<file path="src/rtl/score_bcd_counter.sv">
// Purpose: game score counter (IDLE/PLAY/OVER) counting pipe passes in packed BCD, with optional high score.
// Latency: one cycle; a pass edge, crash or start sampled at edge k is visible after edge k.
// Backpressure: none; level inputs are sampled every cycle and outputs are always valid.
//
// Ports:
//   clk, reset         - clock; synchronous active-high reset clearing all state (incl. high score)
//   start              - begins a new game from IDLE or OVER
//   pass               - level from pipe logic; each 0->1 transition in PLAY scores one point
//   crash              - level from collision logic; ends the game (wins over start and pass)
//   show_hi            - selects the high score onto disp_bcd
//   score_bcd          - current score, one 10-bit zero-extended BCD digit per entry (0 = ones)
//   disp_bcd           - score or high score, same format
//   playing, game_over - phase flags
//   new_record         - last finished game set a strictly higher high score
//
// Optional feature: define SCORE_HISCORE_EN to build the high-score register, compare,
// new_record and show_hi mux. Undefined: new_record is 0 and disp_bcd mirrors score_bcd.
module score_bcd_counter #(
    parameter int DIGITS = 3
) (
    input  logic                   clk,
    input  logic                   reset,
    input  logic                   start,
    input  logic                   pass,
    input  logic                   crash,
    input  logic                   show_hi,
    output logic [DIGITS-1:0][9:0] score_bcd,
    output logic [DIGITS-1:0][9:0] disp_bcd,
    output logic                   playing,
    output logic                   game_over,
    output logic                   new_record
);

    localparam logic [1:0] S_IDLE = 2'd0;
    localparam logic [1:0] S_PLAY = 2'd1;
    localparam logic [1:0] S_OVER = 2'd2;

    logic [1:0]            state;
    logic [DIGITS-1:0][3:0] score;
    logic [DIGITS-1:0][3:0] score_inc;
    logic                  pass_q;
    logic                  pass_edge;
    logic                  all_nines;
    logic                  carry;
    logic                  game_end;

    assign pass_edge = pass & ~pass_q;
    // The cycle that moves PLAY -> OVER; the high score is evaluated on it.
    assign game_end  = (state == S_PLAY) & crash;

    // Ripple BCD increment: a 9 rolls to 0 and carries; all-nines is detected
    // separately so the score saturates instead of wrapping to zero.
    always_comb begin
        carry     = 1'b1;
        all_nines = 1'b1;
        score_inc = score;
        for (int i = 0; i < DIGITS; i++) begin
            if (score[i] != 4'd9) begin
                all_nines = 1'b0;
            end
            if (carry) begin
                if (score[i] == 4'd9) begin
                    score_inc[i] = 4'd0;
                end else begin
                    score_inc[i] = score[i] + 4'd1;
                    carry        = 1'b0;
                end
            end
        end
    end

    always_ff @(posedge clk) begin
        if (reset) begin
            state  <= S_IDLE;
            score  <= '0;
            pass_q <= 1'b0;
        end else begin
            // Sampled in every state so a pass held across start never counts.
            pass_q <= pass;
            case (state)
                S_IDLE: begin
                    score <= '0;
                    if (start) begin
                        state <= S_PLAY;
                    end
                end
                S_PLAY: begin
                    if (crash) begin
                        state <= S_OVER;
                    end else if (pass_edge && !all_nines) begin
                        score <= score_inc;
                    end
                end
                S_OVER: begin
                    if (start) begin
                        state <= S_PLAY;
                        score <= '0;
                    end
                end
                default: begin
                    state <= S_IDLE;
                    score <= '0;
                end
            endcase
        end
    end

    assign playing   = (state == S_PLAY);
    assign game_over = (state == S_OVER);

`ifdef SCORE_HISCORE_EN
    logic [DIGITS-1:0][3:0] hi_score;
    logic                   nr_q;

    // Digits are packed most-significant highest and each stays within 0..9,
    // so a plain unsigned compare of the packed vectors is a decimal compare.
    always_ff @(posedge clk) begin
        if (reset) begin
            hi_score <= '0;
            nr_q     <= 1'b0;
        end else if (game_end) begin
            if (score > hi_score) begin
                hi_score <= score;
                nr_q     <= 1'b1;
            end
        end else if ((state == S_OVER) && start) begin
            nr_q <= 1'b0;
        end
    end

    assign new_record = nr_q;

    for (genvar g = 0; g < DIGITS; g++) begin : g_out
        assign score_bcd[g] = {6'b0, score[g]};
        assign disp_bcd[g]  = show_hi ? {6'b0, hi_score[g]} : {6'b0, score[g]};
    end
`else
    logic unused_inputs;
    assign unused_inputs = show_hi | game_end;
    assign new_record    = 1'b0;

    for (genvar g = 0; g < DIGITS; g++) begin : g_out
        assign score_bcd[g] = {6'b0, score[g]};
        assign disp_bcd[g]  = {6'b0, score[g]};
    end
`endif

endmodule

</file>
<file path="config.mk">
export PLATFORM = sky130hd
export DESIGN_NAME = score_bcd_counter
export DESIGN_NICKNAME = d
export VERILOG_FILES = /design/src/rtl/score_bcd_counter.sv
export SDC_FILE = /design/constraint.sdc
export NUM_CORES = 1
export LEC_CHECK = 0
export ABC_AREA = 0
export CAP_MARGIN = 40
export CORE_MARGIN = 2
export CORE_UTILIZATION = 43
export CTS_BUF_LIST = sky130_fd_sc_hd__clkbuf_16
export CTS_CLUSTER_DIAMETER = 80
export CTS_CLUSTER_SIZE = 14
export DETAILED_ROUTE_END_ITERATION = 7
export PLACE_DENSITY = 0.89
export SLEW_MARGIN = 0
export SYNTH_ARGS = -nofsm -noshare
export SYNTH_HDL_FRONTEND = slang
export SYNTH_SLANG_ARGS = --single-unit
</file>
<file path="constraint.sdc">
create_clock -name clk -period 3.45 [get_ports clk]
set_input_delay 0.345 -clock clk [delete_from_list [all_inputs] [get_ports clk]]
set_output_delay 0.345 -clock clk [all_outputs]
set_load 0.01 [all_outputs]
</file>
==> results.toml, run 1 <==
[outcome]
status = "completed"

[floorplan]
start_util_pct = 44.37
rows = 20
design.die.area_um2 = 3532
die_h_um = 59.43
io_pins = 69
die_x_um = 59.43
core_um2 = 2978

[sta]
slew_headroom_pct = 61.92
finalSetupTns_ns = 0
hold_viol_final = 0
finalClockSkew_ns = 0.002495
setup_viol = 0
tightestPinTransition_ns = 0.5665
min_period_ns = 2.069
rsz0062_at_grt = "false"
max_freq_mhz = 483.4
slew_violations = 0
post-route-period-util_pct = 59.96

[global_routing]
grtUsageTotal_pct = 12.99
grt_max_degree = 14
grt_pass1_wl_um = 3546
overflow = 0
antenna_found_initial = 0
grt_pass1_vias = 811

[setup_path]
critPathKind = "flip-flop to output port"
ff2ff_path_depth = 5
r2r_setup_slack_ns = 1.57
cp.required_ns = 3.11
r2r_end = "disp_bcd[21]"
cp-end-kind = "output port"
cp.arrival_ns = 1.72
critPathLaunch = "state[0]"
r2r_start = "disp_bcd[0]"
endpoint = "playing"
critPathMaxFanout = 12
start_kind = "flip-flop"

[flow_run]
maxCapViolCount = 0

[detailed_routing]
wirelength_um = 2368
drcViolationCount = 0
drtAntennaViolNets = 0
drtIter0Drc = 18
drt-wirelength-per-cell_um = 11.38
highest_layer = "met4"
vias_per_cell = 4.793
drtPass1Iterations = 4
dr_wl_met2_um = 1156
vias = 997
wl_met3_um = 141
drt-met1-wl_um = 1002

[clock_network]
cts_hold_buf = 0
cts_buffers = 3
root_buffer = "clkbuf_16"
clk_latency_ns = 0.25
path_clk_slew_ns = 0.05
cts_tree = "yes"
clockBufferDepth = 2
cts.sink_count = 15
postCtsSetupBuffers = 0
cts_resized = 0
htree_levels = 1

[power_and_ir_drop]
combPwrFrac_pct = 13.0
powerDensity_nw_per_um2 = 317.2
internal_power_w = 0.0003497
ir_drop_mv = 0.1247
p_leak_nw = 0.5635
power_frac_clock_pct = 48.9
power.net_switching_w = 0.0001198
pwr-share-seq_pct = 38.1
swShare_pct = 25.52

[synthesis]
synth_area_leaders = "buf_4 28%, dfxtp_1 23%, ha_1 5.7%"
synth_cells = 157
ys_seq_area_share_pct = 22.73
yosysUniqueCellTypes = 39
ys.flop_type = "dfxtp_1"
async_reset_ff_share_pct = 0
ys_warn_count = 0
yosysTopAreaCell = "buf_4"
netlist_area_um2 = 1321
ys_seq_elements = 15
synth-edff-count = 0
avgSynthCellArea_um2 = 8.416
yosysTopAreaCellShare_pct = 28.41

[layout]
fill_cells = 283
regArea_um2 = 300.3
final_area_um2 = 1480
final_util_pct = 49.71
syn2layout_area_growth_pct = 12.03
antenna_cells = 0
multi_input_area_um2 = 724.4
nets = 188
final_layout_size_suffix_gt1_share_pct = 9.143

[place]
io_buffers = 30
routabilityCongestion = 0.8059
hpwl_um = 1634
place_area_um2 = 1400

[worst_hold_path]
hold_path.class = "flip-flop to flip-flop"
-- per-layer routing --
metal  global-route usage (%)  vias up
li1                         -      497
met1                    16.09      451
met2                    21.35       42
met3                    1.528        7
met4                    7.792        0
met5                        0        -
-- kinds of logic after synthesis --
| kind of cell | count (synthesis) | share of synthesized area, % |
|---|---|---|
| AND/OR/NAND/NOR | 43 | 22.44 |
| AO/OA/AOI/OAI | 30 | 15.44 |
| other | 1 | 0.2838 |
| buffers and inverters | 61 | 32.67 |
| multiplexers | 1 | 0.7576 |
| flip-flops | 15 | 22.73 |
| adder cells (fa/ha/maj) | 6 | 5.682 |
-- power groups by stage --
stage	Sequential (W)	Combinational (W)	Clock, W
floorplan	0.000182	0.0000779	0
global placement	0.000182	0.0000592	0
detailed placement	0.000183	0.0000596	0
CTS	0.000179	0.0000602	0.000227
global route	0.000179	0.0000681	0.000237
finish	0.000179	0.0000609	0.000230
-- registers in the layout, summed over array words and instances (netlist names) --
signal / cells
disp_bcd: 12
state: 2
pass_q: 1
-- placed cells by master, fill, tap and decap left out, drive strengths merged, types with 2 or more instances in the layout --
cell,n
ha,6
or3,3
o21ai,7
a21oi,11
nand2b,5
nor2,4
nand3,4
nand4,2
clkbuf,3
nand3b,4
o31ai,3
o211ai,2
or4,7
nand2,5
and3b,2
inv,9
nor2b,3
clkdlybuf4s50,30
dfxtp,15
conb,37
-- synthesized netlist by cell type (all sizes together) (3+ instances only) --
master and number:
o21ai 7, nand2b 5, nor2 4, nand3b 4, or3 3, or4 7, o31ai 3, nand3 4
nand2 5, dfxtp 15, nor2b 3, a21oi 11, buf 52, ha 6, inv 9
-- metrics by stage --
stage               instances  total power [W]  hold WS, ns  setup WS [ns]
floorplan                 193        0.0002603       0.4732          1.693
global placement          204        0.0002416       0.5153          1.406
detailed placement        204        0.0002422       0.5250          1.396
CTS                       208        0.0004664       0.5357          1.398
global route              208        0.0004850       0.5767          1.316
finish                    208        0.0004695       0.5363          1.382
-- worst min-delay path by stage --
stage	from	depth (start not counted)	end
after floorplan	pass	1	pass_q
after global placement	disp_bcd[3]	2	disp_bcd[3]
after detailed placement	disp_bcd[3]	2	disp_bcd[3]
after CTS	disp_bcd[23]	2	disp_bcd[23]
after global routing	disp_bcd[2]	2	disp_bcd[2]
final	disp_bcd[23]	2	disp_bcd[23]
-- cell type report --
cell class	count	area share (%)
multi-input combinational	117	48.94
sequential	15	20.29
timing repair buffer	30	20.29
clock buffer	3	5.072
tap	33	2.790
inverter	9	2.282
clock inverter	1	0.3381
-- worst max-delay path: stages, from the launching register on --
cell	delay (ns)
dfxtp_1	0.38
nand2b_1	0.28
inv_1	0.25
clkdlybuf4s50_1	0.57
Power figures use the tool's default switching activity.
==> inputs of run 2 (changes only) <==
CORE_UTILIZATION = 40   (was 43)
PLACE_DENSITY = 0.84   (was 0.89)
clock period = 2.1 ns   (was 3.45 ns; I/O delays follow)
==> results.toml, run 2 (synthesis gave the netlist of run 1 again) <==
[outcome]
status = "completed"

[detailed_routing]
wl_met3_um = 153
drtIter0Drc = 35
vias_per_cell = 4.543
drtAntennaViolNets = 0
dr_wl_met2_um = 1135
drt-wirelength-per-cell_um = 11.10
vias = 1013
drt-met1-wl_um = 1124
highest_layer = "met4"
drtPass1Iterations = 4
drcViolationCount = 0
wirelength_um = 2475

[setup_path]
cp_cell_sequence = "nand2b_1, inv_1, clkdlybuf4s50_1"
cp-end-kind = "output port"
r2r_start = "disp_bcd[0]"
critical-path-slowest-cell = "clkdlybuf4s50_1"
critPathLaunch = "state[0]"
slowest_delay_ns = 0.56
cp.required_ns = 1.89
crit_buf_inv = 2
critPathKind = "flip-flop to output port"
critPathMaxFanout = 12
cp.arrival_ns = 1.69
start_kind = "flip-flop"
cp_top_family = "buffers and inverters"

[sta]
min_period_ns = 1.904
slew_violations = 0
setup_viol = 0
max_freq_mhz = 525.2
hold_viol_final = 0
finalSetupTns_ns = 0
tightestPinTransition_ns = 0.6031
slew_headroom_pct = 59.46
rsz0062_at_grt = "false"
post-route-period-util_pct = 90.67
finalClockSkew_ns = 0.001100

[clock_network]
htree_levels = 1
cts_buffers = 3
clockBufferDepth = 2
cts.sink_count = 15
clk_latency_ns = 0.25
path_clk_slew_ns = 0.05
cts_resized = 0
cts_hold_buf = 0
postCtsSetupBuffers = 0
root_buffer = "clkbuf_16"
cts_tree = "yes"

[layout]
antenna_cells = 0
largest_reg_flops = 12
final_area_um2 = 1523
final_common_cell = "conb_1"
syn2layout_area_growth_pct = 15.25
mostFrequentLayoutCells = "37 x conb_1, 30 x clkdlybuf4s50_1, 15 x dfxtp_1"
nets = 192
final_layout_size_suffix_gt1_share_pct = 10.61
final_util_pct = 49.07

[place]
hpwl_um = 1801
routabilityCongestion = 0.7209
io_buffers = 30
place_area_um2 = 1444

[worst_hold_path]
hp-start = "disp_bcd[1]"
hold_path.class = "flip-flop to flip-flop"

[global_routing]
overflow = 0
antenna_found_initial = 0
grt_pass1_wl_um = 3657
grt_max_degree = 13
grtUsageTotal_pct = 13.20
grt_pass1_vias = 827

[floorplan]
design.die.area_um2 = 3779
rows = 20
io_pins = 69
start_util_pct = 42.58
die_h_um = 61.48
die_x_um = 61.48
core_um2 = 3103

[flow_run]
maxCapViolCount = 0

[power_and_ir_drop]
powerDensity_nw_per_um2 = 506.7
p_leak_nw = 0.5846
ir_drop_mv = 0.2219
[run 2: changes by cell type in the layout (fill, tap and decap cells not counted)]
cell,before,now
buf_4,0,4
clkinv_2,1,0
inv_1,9,10
[run 2: layer usage]
layer	vias up	track usage (%)
li1	504	-
met3	5	2.101
met4	0	8.207
met1	464	17.15
met2	40	20.36
met5	-	0
[run 2: worst paths after layout]
path         slack [ns]  cells after the start           end
max                0.20                      3       playing
min                0.54                      2   disp_bcd[1]
max reg2reg        0.23                      5  disp_bcd[23]
min reg2reg        0.54                      2   disp_bcd[1]
[run 2: worst reg2reg max path, delay by kind of cell, from the launching register on]
kind / cells / cell delay [ns]
simple gates: 3 / 0.92
flops: 1 / 0.44
compound gates: 1 / 0.21
fa+ha+maj: 1 / 0.22
[run 2: area by class of cell]
| cell class | count | area, um^2 |
|---|---|---|
| clock buffers | 3 | 75.07 |
| clock inverters | 1 | 3.754 |
| fillers | 311 | 1580 |
| inverters | 9 | 33.78 |
| multi-input cells | 117 | 724.4 |
| flip-flops and latches | 15 | 300.3 |
| well taps | 44 | 55.05 |
| repair buffers | 34 | 330.3 |
[run 2: per-stage QoR]
stage | hold slack (ns) | total power [W] | std cells | worst slack [ns]
final | 0.5360 | 0.0007716 | 223 | 0.1959
after global routing | 0.5575 | 0.0008005 | 223 | 0.09624
after CTS | 0.5350 | 0.0007710 | 223 | 0.1986
after detailed placement | 0.5279 | 0.0004035 | 219 | 0.1806
after global placement | 0.5103 | 0.0004019 | 219 | 0.1974
after floorplan | 0.3382 | 0.0004276 | 193 | 0.3425
[run 2: report_power, final]
| part | internal (W) | switching [W] | total (W) |
|---|---|---|---|
| Combinational | 0.0000343 | 0.0000714 | 0.000106 |
| Sequential | 0.000290 | 0.00000453 | 0.000294 |
| Clock | 0.000253 | 0.000119 | 0.000371 |
| Total | 0.000577 | 0.000195 | 0.000772 |
==> inputs of run 3 (changes only) <==
CTS_CLUSTER_SIZE = unset   (was 14)
clock period = 1.76 ns   (was 2.1 ns; I/O delays follow)
==> results.toml, run 3 (synthesis gave the netlist of run 1 again) <==
[layout]
fill_cells = 300
antenna_cells = 0
nets = 211
final_util_pct = 53.67
final_area_um2 = 1665
largest_reg_flops = 12
syn2layout_area_growth_pct = 26.04
layoutNonFillerInstCount = 242
mostFrequentLayoutCells = "37 x conb_1, 29 x clkdlybuf4s50_1, 23 x buf_4"
final_layout_size_suffix_gt1_share_pct = 19.70
final_common_cell = "conb_1"

[setup_path]
slowest_delay_ns = 0.50
r2r_setup_slack_ns = 0.10
ff2ff_path_depth = 6
cp_top_family = "simple AND/OR/NAND/NOR gates"
start_kind = "flip-flop"
cp_cell_sequence = "inv_1, ha_1, and3b_2, nand4_4, or4_4, a221oi_2"
critPathMaxFanout = 5
cp-end-kind = "flip-flop"
cp.required_ns = 1.93
crit_buf_inv = 1
cp.arrival_ns = 1.82
r2r_end = "disp_bcd[23]"
critPathKind = "flip-flop to flip-flop"
critPathLaunch = "disp_bcd[1]"
r2r_start = "disp_bcd[1]"
critical-path-slowest-cell = "or4_4"

[worst_hold_path]
hold_path.class = "input pin to flip-flop"
hp-start = "pass"
holdPathEnd = "pass_q"
holdPathStages = 2

[global_routing]
grt_pass1_vias = 964
antenna_found_initial = 0
overflow = 0
grtUsageTotal_pct = 14.28
grt_max_degree = 10
grt_pass1_wl_um = 3995

[detailed_routing]
drtPass1Iterations = 4
drtAntennaViolNets = 0
vias_per_cell = 4.500
drcViolationCount = 0
vias = 1089
wirelength_um = 2567
drtIter0Drc = 26
drt-wirelength-per-cell_um = 10.61

[sta]
min_period_ns = 1.656
post-route-period-util_pct = 94.08
slew_violations = 0
whs_ns = 0.5216
setup_viol = 0
finalSetupTns_ns = 0
finalClockSkew_ns = 0.001780
max_freq_mhz = 603.9
hold_viol_final = 0

[floorplan]
core_um2 = 3103
design.die.area_um2 = 3779
die_h_um = 61.48
die_x_um = 61.48
io_pins = 69
rows = 20
start_util_pct = 42.58

[clock_network]
htree_levels = 1
cts_buffers = 3
cts_tree = "yes"
path_clk_slew_ns = 0.05
root_buffer = "clkbuf_16"
clockBufferDepth = 2
cts_hold_buf = 0
clk_latency_ns = 0.25
cts.sink_count = 15

[flow_run]
maxCapViolCount = 0

[power_and_ir_drop]
powerDensity_nw_per_um2 = 568.2
p_leak_nw = 0.6822
ir_drop_mv = 0.2800

[place]
placedCellCount = 237
routabilityCongestion = 0.7745
hpwl_um = 2002
place_area_um2 = 1579
io_buffers = 30

[outcome]
status = "completed"
-- run 3: power breakdown --
| part | leakage (nW) | switching, W | internal [W] | total, W |
|---|---|---|---|---|
| sequential | 0.122 | 0.00000347 | 0.000346 | 0.000349 |
| combinational | 0.520 | 0.0000911 | 0.0000566 | 0.000148 |
| clock | 0.0409 | 0.000145 | 0.000304 | 0.000449 |
-- run 3: stage by stage --
step | setup WS (ns) | total power, W
global placement | -0.06475 | 0.0005003
floorplan | 0.002525 | 0.0005102
CTS | 0.07939 | 0.0009531
detailed placement | -0.1107 | 0.0005025
finish | 0.1041 | 0.0009462
global route | -0.005533 | 0.0009903
-- run 3: final cells by class --
class / count / area, um^2 / area share, %
well taps: 44 / 55.05 / 3.306
repair buffers: 53 / 471.7 / 28.32
clock buffers: 3 / 75.07 / 4.508
multi-input cells: 117 / 724.4 / 43.50
flip-flops and latches: 15 / 300.3 / 18.03
clock inverters: 1 / 5.005 / 0.3005
inverters: 9 / 33.78 / 2.029
-- run 3: worst register-to-register path, cell delays in order (launching register included) --
cell	delay, ns
dfxtp_1	0.30
inv_1	0.05
ha_1	0.14
and3b_2	0.25
nand4_4	0.13
or4_4	0.50
a221oi_2	0.20
-- run 3: worst max-delay path by stage --
stage	slack, ns	to	depth (start not counted)
finish	0.10	disp_bcd[23]	6
global route	-0.006	disp_bcd[23]	5
CTS	0.08	disp_bcd[12]	7
detailed placement	-0.11	disp_bcd[12]	6
global placement	-0.06	disp_bcd[23]	5
floorplan	0.003	disp_bcd[23]	5
-- run 3: timing repair --
| item | 4_1_cts | 5_1_grt |
|---|---|---|
| buffers inserted | 0 | 1 |
| setup endpoints to repair | 1 | 2 |
| resized for setup | 1 | 0 |
| pin swaps | 0 | 1 |
-- run 3: routing by layer --
layer	global-route usage [%]	vias up	wire length [um]
met5	0	-	0
met4	9.119	0	77
met3	2.521	7	156
met2	24.01	47	1220
met1	16.67	493	1112
li1	-	542	-
